$ cat config.mk
export PLATFORM = sky130hd
export DESIGN_NAME = emu_host_sequencer
export DESIGN_NICKNAME = d
export VERILOG_FILES = /design/src/rtl/emu_host_sequencer.sv
export SDC_FILE = /design/constraint.sdc
export NUM_CORES = 1
export LEC_CHECK = 0
export CAP_MARGIN = 15
export CELL_PAD_IN_SITES_DETAIL_PLACEMENT = 0
export CELL_PAD_IN_SITES_GLOBAL_PLACEMENT = 1
export CORE_MARGIN = 5
export CORE_UTILIZATION = 43
export CTS_CLUSTER_SIZE = 30
export DETAILED_ROUTE_END_ITERATION = 10
export DONT_BUFFER_PORTS = 1
export GPL_TIMING_DRIVEN = 1
export PLACE_DENSITY_LB_ADDON = 0.05
export SLEW_MARGIN = 20
export SYNTH_ARGS = -nofsm -noshare
export SYNTH_HDL_FRONTEND = slang
export SYNTH_SLANG_ARGS = --single-unit
export TNS_END_PERCENT = 10
$ cat constraint.sdc
create_clock -name clk -period 1.9 [get_ports clk]
set_input_delay 0.38 -clock clk [delete_from_list [all_inputs] [get_ports clk]]
set_output_delay 0.38 -clock clk [all_outputs]
set_load 0.05 [all_outputs]
$ cat src/rtl/emu_host_sequencer.sv
// emu_host_sequencer: host-side initiator for the co-emulation wrapper bus.
// Collects one vector of stimulus bytes from a valid/ready stream and writes them into
// the wrapper's stimulus slots. It then loads them, pulses clk_dut once, captures the
// DUT outputs and streams the output slots back out on a valid/ready stream.
module emu_host_sequencer #(
    parameter int NUM_STIM_ARRAY = 1,
    parameter int NUM_OUT_ARRAY  = 1,
    parameter int ADDR_W         = 3,
    parameter int CLK_HI_CYC     = 2,
    parameter int CLK_LO_CYC     = 2
) (
    input  logic              clk,
    input  logic              reset,
    input  logic [7:0]        s_data,
    input  logic              s_valid,
    output logic              s_ready,
    output logic [7:0]        m_data,
    output logic              m_valid,
    input  logic              m_ready,
    output logic [7:0]        Din_emu,
    input  logic [7:0]        Dout_emu,
    output logic [ADDR_W-1:0] Addr_emu,
    output logic              load_emu,
    output logic              get_emu,
    output logic              clk_dut,
    output logic              busy,
    output logic [15:0]       vec_count
);

    // idx must be able to reach 2**ADDR_W after the last slot is used
    localparam int IDX_W  = ADDR_W + 1;
    localparam int PH_MAX = (CLK_HI_CYC > CLK_LO_CYC) ? CLK_HI_CYC : CLK_LO_CYC;
    localparam int CNT_W  = $clog2(PH_MAX + 1);

    localparam logic [IDX_W-1:0] STIM_LAST = IDX_W'(NUM_STIM_ARRAY - 1);
    localparam logic [IDX_W-1:0] OUT_LAST  = IDX_W'(NUM_OUT_ARRAY - 1);
    localparam logic [CNT_W-1:0] HI_LAST   = CNT_W'(CLK_HI_CYC - 1);
    localparam logic [CNT_W-1:0] LO_LAST   = CNT_W'(CLK_LO_CYC - 1);

    typedef enum logic [3:0] {
        S_WRITE, S_COMMIT, S_LOAD, S_CLK_HI, S_CLK_LO, S_GET, S_RADDR, S_RCAP, S_RPUSH
    } state_t;

    state_t             state_q, state_d;
    logic [IDX_W-1:0]   idx_q, idx_d;
    logic [CNT_W-1:0]   cnt_q, cnt_d;
    logic [7:0]         din_q, din_d;
    logic [ADDR_W-1:0]  addr_q, addr_d;
    logic [7:0]         m_data_q, m_data_d;
    logic               m_valid_q, m_valid_d;
    logic [15:0]        vec_q, vec_d;
    logic               s_ready_q, load_q, get_q, clk_dut_q, busy_q;

    assign s_ready   = s_ready_q;
    assign m_data    = m_data_q;
    assign m_valid   = m_valid_q;
    assign Din_emu   = din_q;
    assign Addr_emu  = addr_q;
    assign load_emu  = load_q;
    assign get_emu   = get_q;
    assign clk_dut   = clk_dut_q;
    assign busy      = busy_q;
    assign vec_count = vec_q;

    // Next-state and datapath decisions for the vector sequence
    always_comb begin
        state_d   = state_q;
        idx_d     = idx_q;
        cnt_d     = cnt_q;
        din_d     = din_q;
        addr_d    = addr_q;
        m_data_d  = m_data_q;
        m_valid_d = m_valid_q;
        vec_d     = vec_q;
        case (state_q)
            S_WRITE: begin
                // s_ready_q is only ever high while in WRITE
                if (s_valid && s_ready_q) begin
                    din_d  = s_data;
                    addr_d = idx_q[ADDR_W-1:0];
                    idx_d  = idx_q + 1'b1;
                    if (idx_q == STIM_LAST) begin
                        state_d = S_COMMIT;
                    end
                end
            end
            S_COMMIT: state_d = S_LOAD;
            S_LOAD: begin
                cnt_d   = '0;
                state_d = S_CLK_HI;
            end
            S_CLK_HI: begin
                if (cnt_q == HI_LAST) begin
                    cnt_d   = '0;
                    state_d = S_CLK_LO;
                end else begin
                    cnt_d = cnt_q + 1'b1;
                end
            end
            S_CLK_LO: begin
                if (cnt_q == LO_LAST) begin
                    cnt_d   = '0;
                    state_d = S_GET;
                end else begin
                    cnt_d = cnt_q + 1'b1;
                end
            end
            S_GET: begin
                idx_d   = '0;
                addr_d  = '0;
                state_d = S_RADDR;
            end
            S_RADDR: state_d = S_RCAP;
            S_RCAP: begin
                // wrapper output register now holds the slot addressed during RADDR
                m_data_d  = Dout_emu;
                m_valid_d = 1'b1;
                state_d   = S_RPUSH;
            end
            S_RPUSH: begin
                if (m_ready) begin
                    m_valid_d = 1'b0;
                    if (idx_q == OUT_LAST) begin
                        idx_d   = '0;
                        vec_d   = vec_q + 16'd1;
                        state_d = S_WRITE;
                    end else begin
                        idx_d   = idx_q + 1'b1;
                        addr_d  = idx_d[ADDR_W-1:0];
                        state_d = S_RADDR;
                    end
                end
            end
            default: state_d = S_WRITE;
        endcase
    end

    // State and datapath registers; reset abandons any vector in flight
    always_ff @(posedge clk or posedge reset) begin
        if (reset) begin
            state_q   <= S_WRITE;
            idx_q     <= '0;
            cnt_q     <= '0;
            din_q     <= '0;
            addr_q    <= '0;
            m_data_q  <= '0;
            m_valid_q <= 1'b0;
            vec_q     <= '0;
        end else begin
            state_q   <= state_d;
            idx_q     <= idx_d;
            cnt_q     <= cnt_d;
            din_q     <= din_d;
            addr_q    <= addr_d;
            m_data_q  <= m_data_d;
            m_valid_q <= m_valid_d;
            vec_q     <= vec_d;
        end
    end

    // Strobes decoded from the next state and registered, so they are glitch-free and
    // line up with the state they belong to (and read 0 while reset is held)
    always_ff @(posedge clk or posedge reset) begin
        if (reset) begin
            s_ready_q <= 1'b0;
            load_q    <= 1'b0;
            get_q     <= 1'b0;
            clk_dut_q <= 1'b0;
            busy_q    <= 1'b0;
        end else begin
            s_ready_q <= (state_d == S_WRITE);
            load_q    <= (state_d == S_LOAD);
            get_q     <= (state_d == S_GET);
            clk_dut_q <= (state_d == S_CLK_HI);
            busy_q    <= !((state_d == S_WRITE) && (idx_d == '0));
        end
    end

endmodule

==> metrics <==
min cycle time layout=1.78 ns; gr ovfl total=0; Worst slew margin=0.649; Starting Density=0.450; status=finished clean; Post-synth EDFFs=0; RD Place Congestion=0.824; initial drt markers=93; vias in the first global route=1,793; Top FF cell, synth=dfrtp_1; first-pass GRT wire length=8640 um; Hold Crit Class=in -> reg; leading area contributor after synthesis=dfrtp_1; TritonRoute pass-1 iters=4; uppermost layer routed=met4; CTS tree=built; worst slew pin tran=0.527 ns; count of final setup violators=0; FILL cells=477; yosys warns=0; Final Cycle Share=0.936; syn_area_per_cell=11.4 um^2; Die Y=83.8 um; Max clock buf depth=2; Min Hold Slack=0.176 ns; fin. max-slew vios=0; die area=7030 um^2; FMAX=562 MHz; CTS root buf=clkbuf_8; Worst setup startpoint=idx_q[1]$_DFF_PP0_; Worst-Skew Late Latency=0.30 ns; num rows=26; Area growth, synth to finish=20.2%; Async SR Flop Fraction=1.00; Net Count, Synth=228; top area cells in the synthesized netlist=dfrtp_1 54%, mux2_2 9.6%, xnor2_1 4.1%, nand2_1 2.4%, a21oi_1 2.1%; vias=1,640; clock slew at reported path FFs=0.09 ns; DP Worst Slack=-0.0206 ns; dpl cells=304; synth cell count leaders=51 x dfrtp_1, 20 x mux2_2, 15 x nand2_1; largest net degree at the start of global routing=31; most frequent cell after synthesis=dfrtp_1; Synth top area share=0.545; PD cells=1560 nW/um^2; Routed met1 length=2150 um; drt wl/cell=16.0 um; Yosys reg bits=51; DRC=0; Req. time, crit path=2.07 ns; largest fanout on the critical path=4; HPWL Detailed=3780 um; Tot Pwr=4410 uW; cell count after synthesis=205; Ports=61; final-stage net count=266; Final Hold Viols=0; vias per std cell=5.22; Die Width=83.8 um; max_cap viols=0; kind of critical path=reg -> reg; non-filler instance count after layout=314; TritonCTS Buffers=5; Peak supply drop=1.01 mV; Worst R2R Setup Slack=0.12 ns; core area=5200 um^2; RSZ-0062 raised after global routing=true; final worst slack=0.122 ns; wire length on met3=309 um; Clock Skews=0.00592 ns; GRT Overall Usage=0.148; total wire length=5010 um; htree depth=2; CP startpoint kind=flop; Detail Route Antenna Nets=0; DR WL met2=2500 um; Hold Crit Start=m_ready; number of antenna violations at the first check in global routing=0; multi-input combinational cell area=1030 um^2; Lkg Pwr=0.00129 uW; Port Buffer Count=0; Setup crit end kind=flop; Post-Syn Area=2340 um^2; FF-to-FF Start=idx_q[1]$_DFF_PP0_; clk sink count=51; # diodes=0; share of layout cells above drive strength 1=0.320; flip-flop and latch area=1280 um^2; Seq/Total Area, Yosys=0.545; Critical Path AT=1.95 ns; Synth cell types=46
## metal layers
metal / GRT usage / vias to the layer above
met5: 0 / -
met4: 0.0351 / 0
met3: 0.0454 / 5
met2: 0.248 / 39
met1: 0.187 / 801
li1: - / 795
## sequential cells by signal, indices dropped and copies added, names as in the netlist, 2 cells and up
signal / flops
Din_emu: 8
vec_count: 16
m_data: 8
idx_q: 4
cnt_q: 2
Addr_emu: 3
state_q: 4
## metrics by stage
stage | cell area (um^2) | TNS, ns | util
6_report | 2820 | 0 | 0.541
5_1_grt | 2820 | -0.00753 | 0.541
4_1_cts | 2800 | 0 | 0.538
3_5_place_dp | 2700 | -0.0206 | 0.518
3_3_place_gp | 2700 | 0 | 0.518
2_1_floorplan | 2340 | 0 | -
## final timing paths
| check | to | cells past startpoint |
|---|---|---|
| max in group asynchronous | state_q[2]$_DFF_PP0_ | 3 |
| setup reg to reg | busy$_DFF_PP0_ | 7 |
| hold / removal | state_q[3]$_DFF_PP0_ | 1 |
| setup / recovery | busy$_DFF_PP0_ | 7 |
| hold reg to reg | vec_count[12]$_DFFE_PP0P_ | 1 |
| min in group asynchronous | vec_count[10]$_DFFE_PP0P_ | 2 |
## worst max-delay path, cell delays in order (launching register included)
cell and delay [ns]:
dfrtp_1 0.42, inv_1 0.09, ha_1 0.15, or3b_4 0.40, nand3_2 0.13, nand2_2 0.08, a22o_1 0.20, nand4bb_1 0.18
## kinds of logic after synthesis
kind of cell    after synthesis  synth area share
flops                        51             0.545
fa+ha+maj                     3            0.0160
compound gates               35            0.0940
simple gates                 67             0.169
mux                          20            0.0961
buf+inv                      14            0.0246
xor+xnor                     15            0.0561
## where the power goes
group | internal (uW) | total, uW | switching [uW] | leakage (uW)
Clock | 258 | 600 | 343 | 0.0000412
Combinational | 651 | 1280 | 633 | 0.000608
Sequential | 1400 | 2520 | 1120 | 0.000642
## cells in the final DEF, fill, tap and decap left out, drive strengths merged, types with 2 or more instances in the layout
cell,instances
xor2,4
or3b,2
nand3b,2
xnor2,11
nand4,4
a211oi,2
nor2b,2
nand2,15
inv,7
a22oi,2
a21oi,10
buf,37
ha,3
mux2,20
o21a,2
nor3,4
nand2b,4
nand3,9
dfrtp,51
and3,4
clkbuf,6
nor2,13
o21ai,9
## cell type report
cell class,instances,share of cell area
Sequential cell,51,0.454
Multi-Input combinational cell,140,0.365
Timing Repair Buffer,38,0.111
Tap cell,70,0.0311
Clock buffer,6,0.0258
Inverter,7,0.00933
Clock inverter,2,0.00444
## timing repair
action,in CTS,in global routing
resized for setup,0,7
buffers inserted,1,0
hold buffers,1,0
pin swaps,1,0
endpoints found under the hold margin,21,0
endpoints found under the setup margin,4,9
Power figures use the tool's default switching activity.
